**src/rtl/stopwatch_pkg.sv**
```systemverilog
// Shared types and constants for the stopwatch core and its seven-segment driver.
package stopwatch_pkg;

  localparam int unsigned DIGIT_W    = 4;
  localparam int unsigned NUM_DIGITS = 4;
  localparam int unsigned BCD_W      = DIGIT_W * NUM_DIGITS;
  localparam int unsigned SEG_W      = 7;
  localparam int unsigned AN_W       = 4;
  localparam int unsigned IDX_W      = 2;

  typedef enum logic [1:0] {
    IDLE  = 2'd0,
    RUN   = 2'd1,
    PAUSE = 2'd2
  } sw_state_e;

  // Element i enables digit i; digit 0 is the rightmost.
  localparam logic [NUM_DIGITS-1:0][AN_W-1:0] AN_ONE_COLD =
    {4'b0111, 4'b1011, 4'b1101, 4'b1110};

  // {g,f,e,d,c,b,a}, active-low; non-decimal codes blank the digit.
  function automatic logic [SEG_W-1:0] seg_decode(input logic [DIGIT_W-1:0] d);
    logic [SEG_W-1:0] s;
    case (d)
      4'd0:    s = 7'b1000000;
      4'd1:    s = 7'b1111001;
      4'd2:    s = 7'b0100100;
      4'd3:    s = 7'b0110000;
      4'd4:    s = 7'b0011001;
      4'd5:    s = 7'b0010010;
      4'd6:    s = 7'b0000010;
      4'd7:    s = 7'b1111000;
      4'd8:    s = 7'b0000000;
      4'd9:    s = 7'b0010000;
      default: s = 7'b1111111;
    endcase
    return s;
  endfunction

  // Ripple-carry BCD increment; 9999 rolls over to 0000.
  function automatic logic [BCD_W-1:0] bcd_inc(input logic [BCD_W-1:0] v);
    logic [BCD_W-1:0] r;
    logic             carry;
    r     = v;
    carry = 1'b1;
    for (int i = 0; i < NUM_DIGITS; i++) begin
      if (carry) begin
        if (r[i*DIGIT_W +: DIGIT_W] == DIGIT_W'(9)) begin
          r[i*DIGIT_W +: DIGIT_W] = '0;
        end else begin
          r[i*DIGIT_W +: DIGIT_W] = r[i*DIGIT_W +: DIGIT_W] + DIGIT_W'(1);
          carry = 1'b0;
        end
      end
    end
    return r;
  endfunction

endpackage

```
**src/rtl/stopwatch_7seg_if.sv**
```systemverilog
// Board-facing signal bundle: divided clocks and buttons in, display and status out.
interface stopwatch_7seg_if;
  import stopwatch_pkg::*;

  logic                in_clk_100Hz;
  logic                in_clk_1kHz;
  logic                btn_start_stop;
  logic                btn_clear;
  logic [SEG_W-1:0]    seg;
  logic                dp;
  logic [AN_W-1:0]     an;
  logic                running;
  logic [BCD_W-1:0]    bcd;

  modport master (
    output in_clk_100Hz, in_clk_1kHz, btn_start_stop, btn_clear,
    input  seg, dp, an, running, bcd
  );

  modport slave (
    input  in_clk_100Hz, in_clk_1kHz, btn_start_stop, btn_clear,
    output seg, dp, an, running, bcd
  );
endinterface

```
**src/rtl/btn_debounce.sv**
```systemverilog
// Pushbutton synchronizer + debouncer; emits a one-cycle pulse on each accepted press.
module btn_debounce #(
  parameter int unsigned DEBOUNCE_CYCLES = 1_000_000,
  parameter int unsigned DB_W            = 20
) (
  input  logic clk,
  input  logic rst_n,
  input  logic btn_i,
  output logic press_o
);

  logic [1:0]      sync_q, sync_d;
  logic            acc_q, acc_d;
  logic [DB_W-1:0] cnt_q, cnt_d;
  logic            press_q, press_d;

  // Count only while the synced level disagrees with the accepted one.
  always_comb begin
    sync_d  = {sync_q[0], btn_i};
    acc_d   = acc_q;
    cnt_d   = cnt_q;
    press_d = 1'b0;
    if (sync_q[1] == acc_q) begin
      cnt_d = '0;
    end else if (cnt_q == DB_W'(DEBOUNCE_CYCLES - 1)) begin
      acc_d   = sync_q[1];
      cnt_d   = '0;
      press_d = sync_q[1];
    end else begin
      cnt_d = cnt_q + DB_W'(1);
    end
  end

  always_ff @(posedge clk or negedge rst_n) begin
    if (!rst_n) begin
      sync_q  <= '0;
      acc_q   <= 1'b0;
      cnt_q   <= '0;
      press_q <= 1'b0;
    end else begin
      sync_q  <= sync_d;
      acc_q   <= acc_d;
      cnt_q   <= cnt_d;
      press_q <= press_d;
    end
  end

  assign press_o = press_q;

endmodule

```
**src/rtl/stopwatch_7seg.sv**
```systemverilog
// BCD stopwatch (00.00-99.99) driven by divider ticks, with a 4-digit multiplexed display.
module stopwatch_7seg
  import stopwatch_pkg::*;
#(
  parameter int unsigned DEBOUNCE_CYCLES = 1_000_000,
  parameter int unsigned DB_W            = 20
) (
  input  logic             incoming_CLK100MHZ,
  input  logic             incoming_RSTN,
  stopwatch_7seg_if.slave  bus
);

  logic [1:0]       s100_q, s100_d, s1k_q, s1k_d;
  logic             h100_q, h100_d, h1k_q, h1k_d;
  logic             tick100_c, tick1k_c;
  logic             ss_press, clr_press;

  sw_state_e        state_q, state_d;
  logic [BCD_W-1:0] cnt_q, cnt_d;
  logic [IDX_W-1:0] idx_q, idx_d;
  logic [SEG_W-1:0] seg_q, seg_d;
  logic [AN_W-1:0]  an_q, an_d;
  logic             dp_q, dp_d;
  logic             running_q, running_d;

  btn_debounce #(.DEBOUNCE_CYCLES(DEBOUNCE_CYCLES), .DB_W(DB_W)) u_db_start_stop (
    .clk     (incoming_CLK100MHZ),
    .rst_n   (incoming_RSTN),
    .btn_i   (bus.btn_start_stop),
    .press_o (ss_press)
  );

  btn_debounce #(.DEBOUNCE_CYCLES(DEBOUNCE_CYCLES), .DB_W(DB_W)) u_db_clear (
    .clk     (incoming_CLK100MHZ),
    .rst_n   (incoming_RSTN),
    .btn_i   (bus.btn_clear),
    .press_o (clr_press)
  );

  // Divided clocks: two sync stages plus history flop for rising-edge detect.
  always_comb begin
    s100_d    = {s100_q[0], bus.in_clk_100Hz};
    s1k_d     = {s1k_q[0], bus.in_clk_1kHz};
    h100_d    = s100_q[1];
    h1k_d     = s1k_q[1];
    tick100_c = s100_q[1] & ~h100_q;
    tick1k_c  = s1k_q[1] & ~h1k_q;
  end

  // Control FSM, counter and scan; display outputs follow next-state so they switch together.
  always_comb begin
    state_d = state_q;
    cnt_d   = cnt_q;
    idx_d   = idx_q;
    if (tick1k_c) idx_d = idx_q + IDX_W'(1);
    if (clr_press) begin
      state_d = IDLE;
      cnt_d   = '0;
    end else begin
      case (state_q)
        IDLE:    if (ss_press) state_d = RUN;
        RUN: begin
          if (tick100_c) cnt_d = bcd_inc(cnt_q);
          if (ss_press) state_d = PAUSE;
        end
        PAUSE:   if (ss_press) state_d = RUN;
        default: state_d = IDLE;
      endcase
    end
    running_d = (state_d == RUN);
    seg_d     = seg_decode(cnt_d[{idx_d, 2'b00} +: DIGIT_W]);
    an_d      = AN_ONE_COLD[idx_d];
    dp_d      = (idx_d != IDX_W'(2));
  end

  always_ff @(posedge incoming_CLK100MHZ or negedge incoming_RSTN) begin
    if (!incoming_RSTN) begin
      s100_q    <= '0;
      s1k_q     <= '0;
      h100_q    <= 1'b0;
      h1k_q     <= 1'b0;
      state_q   <= IDLE;
      cnt_q     <= '0;
      idx_q     <= '0;
      seg_q     <= 7'b1000000;
      an_q      <= 4'b1110;
      dp_q      <= 1'b1;
      running_q <= 1'b0;
    end else begin
      s100_q    <= s100_d;
      s1k_q     <= s1k_d;
      h100_q    <= h100_d;
      h1k_q     <= h1k_d;
      state_q   <= state_d;
      cnt_q     <= cnt_d;
      idx_q     <= idx_d;
      seg_q     <= seg_d;
      an_q      <= an_d;
      dp_q      <= dp_d;
      running_q <= running_d;
    end
  end

  assign bus.seg     = seg_q;
  assign bus.an      = an_q;
  assign bus.dp      = dp_q;
  assign bus.running = running_q;
  assign bus.bcd     = cnt_q;

endmodule

```
**src/flat_wrapper.sv**
```systemverilog
// flat-port wrapper written by rule: the top's interface ports become plain ports
module stopwatch_7seg_flat import stopwatch_pkg::*;
#(
  parameter int unsigned DEBOUNCE_CYCLES = 1_000_000,
  parameter int unsigned DB_W            = 20
)
  (incoming_CLK100MHZ, incoming_RSTN, bus_in_clk_100Hz, bus_in_clk_1kHz, bus_btn_start_stop, bus_btn_clear, bus_seg, bus_dp, bus_an, bus_running, bus_bcd);
  stopwatch_7seg_if bus_i ();
  input  logic incoming_CLK100MHZ;
  input  logic incoming_RSTN;
  input wire logic [$bits(bus_i.in_clk_100Hz)-1:0] bus_in_clk_100Hz;
  input wire logic [$bits(bus_i.in_clk_1kHz)-1:0] bus_in_clk_1kHz;
  input wire logic [$bits(bus_i.btn_start_stop)-1:0] bus_btn_start_stop;
  input wire logic [$bits(bus_i.btn_clear)-1:0] bus_btn_clear;
  output wire logic [$bits(bus_i.seg)-1:0] bus_seg;
  output wire logic [$bits(bus_i.dp)-1:0] bus_dp;
  output wire logic [$bits(bus_i.an)-1:0] bus_an;
  output wire logic [$bits(bus_i.running)-1:0] bus_running;
  output wire logic [$bits(bus_i.bcd)-1:0] bus_bcd;
  assign bus_i.in_clk_100Hz = bus_in_clk_100Hz;
  assign bus_i.in_clk_1kHz = bus_in_clk_1kHz;
  assign bus_i.btn_start_stop = bus_btn_start_stop;
  assign bus_i.btn_clear = bus_btn_clear;
  assign bus_seg = bus_i.seg;
  assign bus_dp = bus_i.dp;
  assign bus_an = bus_i.an;
  assign bus_running = bus_i.running;
  assign bus_bcd = bus_i.bcd;
  stopwatch_7seg #(.DEBOUNCE_CYCLES(DEBOUNCE_CYCLES), .DB_W(DB_W)) u_core (.incoming_CLK100MHZ(incoming_CLK100MHZ), .incoming_RSTN(incoming_RSTN), .bus(bus_i));
endmodule
```
**config.mk**
```make
export PLATFORM = sky130hd
export DESIGN_NAME = stopwatch_7seg_flat
export DESIGN_NICKNAME = d
export VERILOG_FILES = /design/src/rtl/stopwatch_pkg.sv /design/src/rtl/stopwatch_7seg_if.sv /design/src/rtl/btn_debounce.sv /design/src/rtl/stopwatch_7seg.sv /design/src/flat_wrapper.sv
export SDC_FILE = /design/constraint.sdc
export NUM_CORES = 1
export LEC_CHECK = 0
export CORE_MARGIN = 10
export CORE_UTILIZATION = 45
export CTS_CLUSTER_SIZE = 20
export DETAILED_ROUTE_END_ITERATION = 16
export PLACE_DENSITY = 0.67
export SLEW_MARGIN = 5
export SYNTH_ARGS = -nofsm -noshare
export SYNTH_HDL_FRONTEND = slang
export SYNTH_HIERARCHICAL = 1
export SYNTH_SLANG_ARGS = --single-unit
```
**constraint.sdc**
```tcl
create_clock -name incoming_CLK100MHZ -period 2.8 [get_ports incoming_CLK100MHZ]
set_input_delay 0.56 -clock incoming_CLK100MHZ [delete_from_list [all_inputs] [get_ports incoming_CLK100MHZ]]
set_output_delay 0.56 -clock incoming_CLK100MHZ [all_outputs]
set_load 0.02 [all_outputs]
```
# Word-level counts from Yosys, hierarchy flattened
# Memories as Yosys holds them, arrays and structs flattened. A register that Yosys moved wholly into a read port is not among the register bits.
# Index checks and enable logic that the tools add are counted.
[word_totals]
ff_bits = 80
mem_bits_ro = 112
in_bits = 6
output_inout_bits = 29
n_memories = 1
[classes]
add_sub_neg = 7
magnitude_cmp = 1
eq_ne = 12
shift = 1
mux = 39
bitwise_logic = 6
reduce_logical = 5
[memory_table]
columns = ["memory", "words", "word_bits", "rd", "rd_ports_with_merged_regs", "wr", "line_no", "rtl"]
rows = [
  ["(name not given)", 16, 7, 1, 1, 0, "stopwatch_pkg.sv:24", "case (d)"],
]
[op_table]
columns = ["operator", "count"]
rows = [
  ["two-way mux 20 bit", 4],
  ["two-way mux 16 bit", 3],
  ["adder 20 x 1 -> 20 bit, second input constant", 2],
  ["== test 20 bit, second input constant", 2],
  ["two-way mux 4 bit", 8],
  ["two-way mux 1 bit", 18],
  ["adder 4 x 1 -> 4 bit, second input constant", 4],
  ["== test 4 bit, second input constant", 4],
  ["indexed part select 16 x 5 -> 4 bit", 1],
  ["binary-select mux 4 bit (select 2 bit)", 1],
  ["two-way mux 2 bit", 4],
  ["== test 2 x 1 -> 1 bit, second input constant", 2],
  ["inverter 1 bit", 4],
  ["case mux 2 bit (2 select lines)", 1],
  ["AND reduction 2 bit", 2],
  ["less-than comparator 2 x 3 -> 1 bit, second input constant", 1],
  ["adder 2 x 1 -> 2 bit, second input constant", 1],
  ["AND 1 bit", 2],
  ["== test 1 bit", 2],
  ["== test 2 bit, second input constant", 1],
  ["zero test 2 bit", 1],
  ["!= test 2 bit, second input constant", 1],
  ["OR reduction 2 bit", 1],
  ["zero test 1 bit", 1],
]

# Depth between registers and ports, before layout
# Gate-level depths: netlist of run 1.
[logic_depth]
ltp_word = 18
depth_mapped = 14
mapped_depth_nobuf = 12

# By module
# Netlist of run 1, hierarchy kept.
[modules_own_cells]
columns = ["module", "instances", "cells_per_inst", "area_per_inst_um2", "seq_area_each_um2"]
rows = [
  ["btn_debounce", 2, 116, 1136.1, 600.6],
  ["stopwatch_7seg", 1, 221, 2220.9, 955.9],
]

# Worst setup path after synthesis of run 1
# No wires, ideal clock.
[synth_timing]
path_kind = "flip-flop to flip-flop"
from = "reg u_core.cnt_q[5] (netlist: u_core/bus.bcd[5])"
to = "reg u_core.seg_q[3] (netlist: u_core/bus.seg[3])"
arrival_time_ps = 2821
setup_slack_ps = -125
path_stages_with_launch = 11
n_path_buf = 0
synth_period_minus_slack_ps = 2925
path_cell_list = "dfrtp_1 > inv_1 > ha_1 > and3b_1 > or4_4 > a311o_1 > o221a_2 > o211ai_1 > inv_1 > ha_1 > a221oi_1"
[synth_via]
elab_chain_cells = 15
elab_cells_between_ends = 19
cone_classes = "add/sub (1); eq/ne (1); shift (1); mux (16)"
[synth_rtl]
columns = ["item", "line_no", "rtl"]
rows = [
  ["start, declared", "stopwatch_7seg.sv:19", "logic [BCD_W-1:0] cnt_q, cnt_d;"],
  ["start signal, assigned", "stopwatch_7seg.sv:95", "cnt_q <= cnt_d;"],
  ["== test 4 bit", "stopwatch_pkg.sv:48", "if (r[i*DIGIT_W +: DIGIT_W] == DIGIT_W'(9)) begin"],
  ["two-way mux 1 bit", "stopwatch_pkg.sv:48", ""],
  ["two-way mux 1 bit", "stopwatch_pkg.sv:47", "if (carry) begin"],
  ["two-way mux 1 bit", "stopwatch_7seg.sv:63", "if (tick100_c) cnt_d = bcd_inc(cnt_q);"],
  ["two-way mux 1 bit", "stopwatch_7seg.sv:60", "case (state_q)"],
  ["two-way mux 1 bit", "stopwatch_7seg.sv:56", "if (clr_press) begin"],
  ["two-way mux 1 bit", "stopwatch_pkg.sv:47", ""],
  ["two-way mux 1 bit", "stopwatch_7seg.sv:63", ""],
  ["two-way mux 1 bit", "stopwatch_7seg.sv:60", ""],
  ["two-way mux 1 bit", "stopwatch_7seg.sv:56", ""],
  ["two-way mux 4 bit", "stopwatch_pkg.sv:47", ""],
  ["two-way mux 16 bit", "stopwatch_7seg.sv:63", ""],
  ["two-way mux 16 bit *", "stopwatch_7seg.sv:60", ""],
  ["two-way mux 16 bit *", "stopwatch_7seg.sv:56", ""],
  ["indexed part select 16 x 5 -> 4 bit *", "stopwatch_7seg.sv:71", "seg_d = seg_decode(cnt_d[{idx_d, 2'b00} +: DIGIT_W]);"],
  ["end, declared", "stopwatch_7seg.sv:21", "logic [SEG_W-1:0] seg_q, seg_d;"],
]
# Every way passes the cells marked *; elsewhere a longest branch is shown, timed or not. The select of a mux whose other input is x is not followed.
# A chain may end at the register's enable or synchronous reset.

# Final worst setup path of run 1
[layout_timing]
from = "reg u_core.cnt_q[4] (netlist: u_core/bus.bcd[4])"
to = "reg u_core.seg_q[4] (netlist: u_core/bus.seg[4])"
# Same word-level chain as after synthesis.

==> impl_summary.log, run 1 <==
[metrics] area growth from synthesis to layout: 21.64%
[metrics] overflow left after global routing: 0
[metrics] Seq cells post-synth: 86
[metrics] worst flop-to-flop path endpoint: u_core/bus.seg[4]$_DFF_PN0_
[metrics] post-synthesis cell area: 4493 um2
[metrics] type of the worst setup path: register to register
[metrics] share of the clock period used by the worst path after layout: 98.90%
[metrics] number of synthesized flops with an enable pin: 0
[metrics] number of failing hold endpoints at the final stage: 0
[metrics] via count of the first global-routing pass: 3461
[metrics] Overall Global Routing Usage: 13.68%
[metrics] r2r startpoint: u_core/bus.bcd[4]$_DFF_PN0_
[metrics] Tmin final: 2.769 ns
[metrics] largest net degree at the start of global routing: 52
[metrics] parity-gate share of the synthesized area counting xor and xnor cells: 4.873%
[metrics] area of the die: 14380 um2
[metrics] master cell of the clock root buffer: sky130_fd_sc_hd__clkbuf_8
[metrics] crit path setup slack, layout: 0.03081 ns
[metrics] commonest non-fill, non-tap cell in the layout: sky130_fd_sc_hd__dfrtp_1
[metrics] data required time at the worst endpoint: 3.07 ns
[metrics] initial DRC count: 184
[metrics] simple-gate share of the synthesized area: 24.87%
[metrics] top fanout value on the critical path: 6
[metrics] combinational family with the most area after synthesis: simple AND/OR/NAND/NOR gates
[metrics] placed wire-length estimate after detailed placement: 6.862 mm
[metrics] number of detailed-routing iterations run before antenna repair: 4
[metrics] overall via count from detail_route: 3468
[metrics] number of sinks driven by the clock tree: 86
[metrics] antenna-violating nets left: 0
[metrics] clock tree from TritonCTS: yes
[metrics] Die Span X: 119.9 um
[metrics] register-to-register setup slack: 0.03 ns
[metrics] number of hold-repair buffers added at the cts stage: 0
[metrics] number of diodes added for antenna fixing: 0
[metrics] final wirelength: 9.588 mm
[metrics] post-synthesis instance total: 453
[metrics] synth top area cells: sky130_fd_sc_hd__dfrtp_1, sky130_fd_sc_hd__nor2_1, sky130_fd_sc_hd__ha_1, sky130_fd_sc_hd__a21oi_1, sky130_fd_sc_hd__xnor2_1
[metrics] multiplexer area fraction after synthesis: 2.506%
[metrics] Hold Crit Class: input pin to async pin
[metrics] total of buffers placed on input and output ports: 34
[metrics] compound-cell area share of the yosys netlist: 11.19%
[metrics] startpoint kind of the worst setup timing path: register
[metrics] RD Place Congestion: 0.8665
[metrics] startpoint of the most critical setup path: u_core/bus.bcd[4]$_DFF_PN0_
[metrics] wire length of the first global-routing pass: 16.47 mm
[metrics] Inserted Clock Buffers: 9
[metrics] run status: finished clean
[metrics] area share of fa/ha/maj cells after synthesis: 4.177%
[metrics] unrepaired setup endpoints after global routing: yes
[metrics] via density per instance: 5.368
[metrics] number of maximum-capacitance constraint violations: 0
[metrics] data arrival time of the critical path: 3.04 ns
[metrics] most used cells in the layout excluding fill and tap cells: sky130_fd_sc_hd__dfrtp_1, sky130_fd_sc_hd__nor2_1, sky130_fd_sc_hd__clkdlybuf4s50_1, sky130_fd_sc_hd__buf_4, sky130_fd_sc_hd__a21oi_1
[metrics] number of levels in the clock H-tree: 3
[metrics] synth warn: 6
[metrics] post-synthesis async set-or-reset flop share: 100.0%
[metrics] pre-CTS setup slack: 0.01186 ns
[metrics] Net count, final: 529
[metrics] transition at the pin with the smallest max-transition slack: 0.6851 ns
[metrics] post-synthesis sequential area ratio: 48.01%
[metrics] insertion delay of the later-clocked pin in the worst-skew pair: 0.36 ns
[metrics] fraction of final layout cells with drive strength greater than 1: 19.69%
[metrics] number of buffers on the longest clock path: 2
[metrics] post-synth net total: 474
[metrics] detailed-route wire length per cell: 14.84 um
[metrics] fraction of post-synthesis cell area in the top cell type by area: 45.67%
[metrics] cell leakage power: 2.263 nW
[metrics] Post-Syn Area per Cell: 9.918 um2
[metrics] worst clock skew: 0.01256 ns
[metrics] number of antenna violations at the first check in global routing: 0
[metrics] Crit. End Element: register
[metrics] top achievable clock speed: 0.3611 GHz
[metrics] slew margin rel.: 54.32%
[metrics] Setup-failing EPs final: 0
[metrics] total number of placement rows: 36
[metrics] post-synth top area cell: sky130_fd_sc_hd__dfrtp_1
[metrics] Clk pin slew, worst setup/hold paths: 0.09 ns
[metrics] Ports: 35
[metrics] worst vdd rail ir drop: 248.9 uV
[metrics] count of distinct cell types in the synthesized netlist: 64
[metrics] Slew Limit Fails: 0
[metrics] Initial Util: 46.18%
[metrics] filler instances: 865
[metrics] area of the core region: 9729 um2
[metrics] length in cells of the worst reg-to-reg path: 10
[metrics] overall power after layout: 0.002634 W
[metrics] primary flip-flop cell chosen by synthesis mapping: sky130_fd_sc_hd__dfrtp_1
[metrics] number of remaining DRC errors: 0
[metrics] power density relative to cell area: 482.0 nW/um2
[metrics] Chip Height: 119.9 um
==> worst max-delay path: stages (launching register included) <==
cell,delay [ns]
sky130_fd_sc_hd__dfrtp_2,0.41
sky130_fd_sc_hd__ha_2,0.19
sky130_fd_sc_hd__and3b_2,0.26
sky130_fd_sc_hd__or4_4,0.45
sky130_fd_sc_hd__a311o_1,0.30
sky130_fd_sc_hd__o221a_2,0.27
sky130_fd_sc_hd__o211ai_1,0.13
sky130_fd_sc_hd__inv_1,0.14
sky130_fd_sc_hd__buf_4,0.16
sky130_fd_sc_hd__ha_1,0.20
sky130_fd_sc_hd__a22oi_1,0.18
==> through the flow <==
stage                     instances  util (%)  hold slack [ns]   TNS (ns)  cell area [um2]
after global routing            646     56.17           0.2816    -0.1010             5465
after global placement          626     52.73           0.3356          0             5130
final                           646     56.17           0.2407          0             5465
after detailed placement        626     52.73           0.3416          0             5130
after CTS                       642     54.71           0.2545          0             5323
after floorplan                 453         -           0.2644  -0.009452             4517
==> worst max-delay path by stage <==
stage / end / slack [ns] / cells after the start
finish: u_core/bus.seg[4]$_DFF_PN0_ / 0.03 / 10
global route: u_core/bus.seg[0]$_DFF_PN0_ / -0.03 / 11
CTS: u_core/bus.seg[5]$_DFF_PN0_ / 0.004 / 10
detailed placement: u_core/bus.seg[3]$_DFF_PN0_ / 0.01 / 9
global placement: u_core/bus.seg[3]$_DFF_PN0_ / 0.08 / 9
floorplan: u_core/bus.seg[1]$_DFF_PN0_ / -0.006 / 11
==> report_power, final <==
part | switching [W] | leakage, nW | total (W) | internal (W)
clock network | 0.000432 | 0.0869 | 0.000806 | 0.000374
logic | 0.000241 | 1.03 | 0.000432 | 0.000190
registers | 0.0000770 | 1.14 | 0.00140 | 0.00132
==> kinds of logic (layout without fill, tap and decap cells) <==
| kind of cell | after synthesis | after routing |
|---|---|---|
| buf+inv | 45 | 105 |
| xor+xnor | 25 | 25 |
| mux | 11 | 11 |
| flops | 86 | 86 |
| simple gates | 193 | 193 |
| fa+ha+maj | 15 | 15 |
| compound gates | 78 | 78 |
==> cell type report <==
type / count / area [um2] / share of cell area (%)
multi-input combinational: 322 / 2282 / 41.76
inverter: 24 / 92.59 / 1.694
tap: 133 / 166.4 / 3.045
timing repair buffer: 65 / 583.1 / 10.67
sequential: 86 / 2162 / 39.56
clock inverter: 2 / 16.27 / 0.2976
clock buffer: 14 / 162.7 / 2.976
==> what timing repair did <==
item,CTS,global route
pin swaps,0,4
setup buffers,0,4
resized for setup,2,23
endpoints found under the setup margin,2,7
gates cloned,0,0
==> per-layer routing <==
layer	part of all wire (%)	vias up	global-route usage (%)	wire length [um]
li1	-	1722	-	-
met1	45	1683	16.73	4293
met2	49	53	22.63	4735
met3	4.3	10	3.797	413
met4	1.5	0	4.902	146
met5	0	-	0	0
==> state kept, by name (all words and copies together) (netlist names), 2 cells and up <==
name / flops
u_core/bus.an: 4
u_core/bus.bcd: 16
u_core/u_db_start_stop/sync_q: 2
u_core/idx_q: 2
u_core/u_db_clear/sync_q: 2
u_core/bus.seg: 7
u_core/state_q: 2
u_core/u_db_start_stop/cnt_q: 20
u_core/s1k_q: 2
u_core/u_db_clear/cnt_q: 20
u_core/s100_q: 2
==> cells in the mapped netlist, drive strengths merged, types with 10 or more instances <==
| cell type | instances |
|---|---|
| inv | 24 |
| nand2 | 16 |
| xnor2 | 15 |
| nor3 | 15 |
| nand3 | 25 |
| dfrtp | 82 |
| or3 | 13 |
| a21oi | 31 |
| ha | 15 |
| clkbuf | 12 |
| nor4 | 10 |
| nor2 | 52 |
| or4 | 11 |
| o21ai | 19 |
| xor2 | 10 |
Note: power is estimated with default switching activity, not from simulation.
==> run 2: changes to the inputs <==
--- a/config.mk
+++ b/config.mk
@@ -6,5 +6,5 @@
 export NUM_CORES = 1
 export LEC_CHECK = 0
-export CORE_MARGIN = 10
+export CORE_MARGIN = 2
 export CORE_UTILIZATION = 45
 export CTS_CLUSTER_SIZE = 20
==> constraint.sdc (replaced) <==
create_clock -name incoming_CLK100MHZ -period 2.8 [get_ports incoming_CLK100MHZ]
set_input_delay 0.84 -clock incoming_CLK100MHZ [delete_from_list [all_inputs] [get_ports incoming_CLK100MHZ]]
set_output_delay 0.84 -clock incoming_CLK100MHZ [all_outputs]
set_load 0.02 [all_outputs]
==> impl_summary.log, run 2 (synthesized netlist as in run 1, its figures left out) <==
[metrics] clock tree from TritonCTS: yes
[metrics] placed wire-length estimate after detailed placement: 6.546 mm
[metrics] Crit. End Element: register
[metrics] design area: 5524 um2
[metrics] overflow left after global routing: 0
[metrics] total number of placement rows: 36
[metrics] sequential fraction of design power: 52.9%
[metrics] detailed-route wire length per cell: 14.35 um
[metrics] transition at the pin with the smallest max-transition slack: 0.4668 ns
[metrics] largest net degree at the start of global routing: 64
[metrics] overall via count from detail_route: 3515
[metrics] fraction of power consumed by combinational cells: 16.8%
[metrics] via count of the first global-routing pass: 3379
[metrics] number of sinks driven by the clock tree: 86
[metrics] area growth from synthesis to layout: 22.95%
[metrics] Setup-failing EPs final: 0
[metrics] cell chain of the critical path: inv_2 -> ha_4 -> nand3b_1 -> or4_4 -> a311o_1 -> o221a_2 -> o211ai_1 -> inv_2 -> ha_4 -> nor2b_1 -> o22ai_1
[metrics] area of the core region: 9729 um2
[metrics] commonest non-fill, non-tap cell in the layout: sky130_fd_sc_hd__dfrtp_1
[metrics] Slew Limit Fails: 0
[metrics] antenna-violating nets left: 0
[metrics] slew margin rel.: 68.59%
[metrics] number of failing hold endpoints at the final stage: 0
[metrics] worst clock skew: 0.01436 ns
[metrics] share of the clock period used by the worst path after layout: 99.96%
[metrics] wire length of the first global-routing pass: 15.49 mm
[metrics] Net count, final: 532
[metrics] area of the die: 10800 um2
[metrics] initial DRC count: 146
[metrics] via density per instance: 5.416
[metrics] number of buffers on the longest clock path: 2
[metrics] Tmin final: 2.799 ns
[metrics] Die Span X: 103.9 um
[metrics] worst vdd rail ir drop: 268.6 uV
[metrics] clock power share: 30.3%
[metrics] data arrival time of the critical path: 3.02 ns
[metrics] most used cells in the layout excluding fill and tap cells: sky130_fd_sc_hd__dfrtp_1, sky130_fd_sc_hd__nor2_1, sky130_fd_sc_hd__clkdlybuf4s50_1, sky130_fd_sc_hd__buf_4, sky130_fd_sc_hd__a21oi_1
[metrics] number of remaining DRC errors: 0
[metrics] Initial Util: 46.18%
[metrics] switching power of the nets: 0.0007470 W
[metrics] Overall Global Routing Usage: 17.49%
[metrics] register-to-register setup slack: 0.001 ns
[metrics] buffers plus inverters on the worst setup path: 2
[metrics] number of detailed-routing iterations run before antenna repair: 4
[metrics] worst hold slack: 0.3572 ns
[metrics] top achievable clock speed: 0.3573 GHz
[metrics] number of levels in the clock H-tree: 3
[metrics] switching share of power: 28.25%
[metrics] final wirelength: 9.312 mm
[metrics] startpoint kind of the worst setup timing path: register
[metrics] largest stage delay on the critical path: 0.55 ns
[metrics] run status: finished clean
[metrics] power density relative to cell area: 478.6 nW/um2
[metrics] Ports: 35
[metrics] type of the worst setup path: register to register
[metrics] Top Family by Delay on Critical Path: compound AO/OA/AOI/OAI gates
[metrics] number of antenna violations at the first check in global routing: 0
[metrics] fraction of final layout cells with drive strength greater than 1: 20.74%
[metrics] Inserted Clock Buffers: 9
[metrics] unrepaired setup endpoints after global routing: yes
[metrics] number of diodes added for antenna fixing: 0
[metrics] RD Place Congestion: 0.8637
[metrics] overall power after layout: 0.002644 W
[metrics] Chip Height: 103.9 um
[metrics] total of buffers placed on input and output ports: 34
[metrics] top fanout value on the critical path: 4
[metrics] Hold Crit Class: register to register
[metrics] Int Power: 0.001897 W
[metrics] master cell of the clock root buffer: sky130_fd_sc_hd__clkbuf_8
[metrics] Clk pin slew, worst setup/hold paths: 0.09 ns
[metrics] library cell contributing the largest single delay on the critical path: sky130_fd_sc_hd__or4_4
[metrics] filler instances: 874
[metrics] data required time at the worst endpoint: 3.02 ns
[metrics] number of maximum-capacitance constraint violations: 0
[metrics] insertion delay of the later-clocked pin in the worst-skew pair: 0.36 ns
[metrics] cell leakage power: 2.297 nW
[metrics] placed inst area: 5130 um2
-- run 2: layout make-up --
cell class	instances	area, um2	share of cell area [%]
sequential	86	2162	39.14
clock buffer	14	162.7	2.945
clock inverter	2	16.27	0.2945
inverter	24	92.59	1.676
multi-input combinational	322	2315	41.90
timing repair buffer	68	609.3	11.03
tap	133	166.4	3.012
-- run 2: metrics by stage --
step                setup TNS [ns]  worst slack [ns]  std cells  util, %
finish                           0          0.001157        649    56.78
global route               -0.2677           -0.1204        649    56.78
CTS                              0        0.00009925        643    54.94
detailed placement         -0.3295          -0.08750        626    52.73
global placement           -0.1239          -0.05282        626    52.73
floorplan                -0.009452         -0.006194        453        -
-- run 2: worst register-to-register path, delay by kind of cell, from the launching register on --
family / cells / cell delay [ns]
DFF: 1 / 0.44
AOI/OAI and AO/OA: 4 / 0.87
and+or+nand+nor: 3 / 0.79
buffers and inverters: 2 / 0.20
adders and majority gates: 2 / 0.38
-- run 2: layer usage --
layer	up-vias	global-route usage, %	part of all wire, %	wire [um]
met5	-	0	0	0
met4	0	6.564	0.84	78
met3	7	3.321	3.0	279
met2	50	29.32	50	4679
met1	1720	22.55	46	4274
li1	1738	-	-	-
-- run 2: final timing paths --
path                                                     end                   startpoint  depth (start not counted)
worst max register to register   u_core/bus.seg[1]$_DFF_PN0_  u_core/bus.bcd[1]$_DFF_PN0_                         11
worst min-delay path              u_core/s100_q[1]$_DFF_PN0_   u_core/s100_q[0]$_DFF_PN0_                          0
min in group asynchronous       u_core/bus.running$_DFF_PN0_                incoming_RSTN                          1
max in group asynchronous         u_core/bus.an[3]$_DFF_PN1_                incoming_RSTN                          2
worst max-delay path             u_core/bus.seg[1]$_DFF_PN0_  u_core/bus.bcd[1]$_DFF_PN0_                         11
worst min register to register    u_core/s100_q[1]$_DFF_PN0_   u_core/s100_q[0]$_DFF_PN0_                          0
-- run 2: what timing repair did --
action,CTS,global route
endpoints found under the setup margin,5,7
gates resized for setup,5,26
hold buffers,0,0
setup buffers,1,6
gates cloned,0,0
pin swaps,2,8
-- run 2: power groups by stage --
stage	combinational, W	clock, W	sequential (W)
finish	0.000443	0.000801	0.00140
CTS	0.000428	0.000827	0.00140
detailed placement	0.000418	0	0.00142
global placement	0.000416	0	0.00142
global route	0.000480	0.000886	0.00141
floorplan	0.000223	0	0.00143
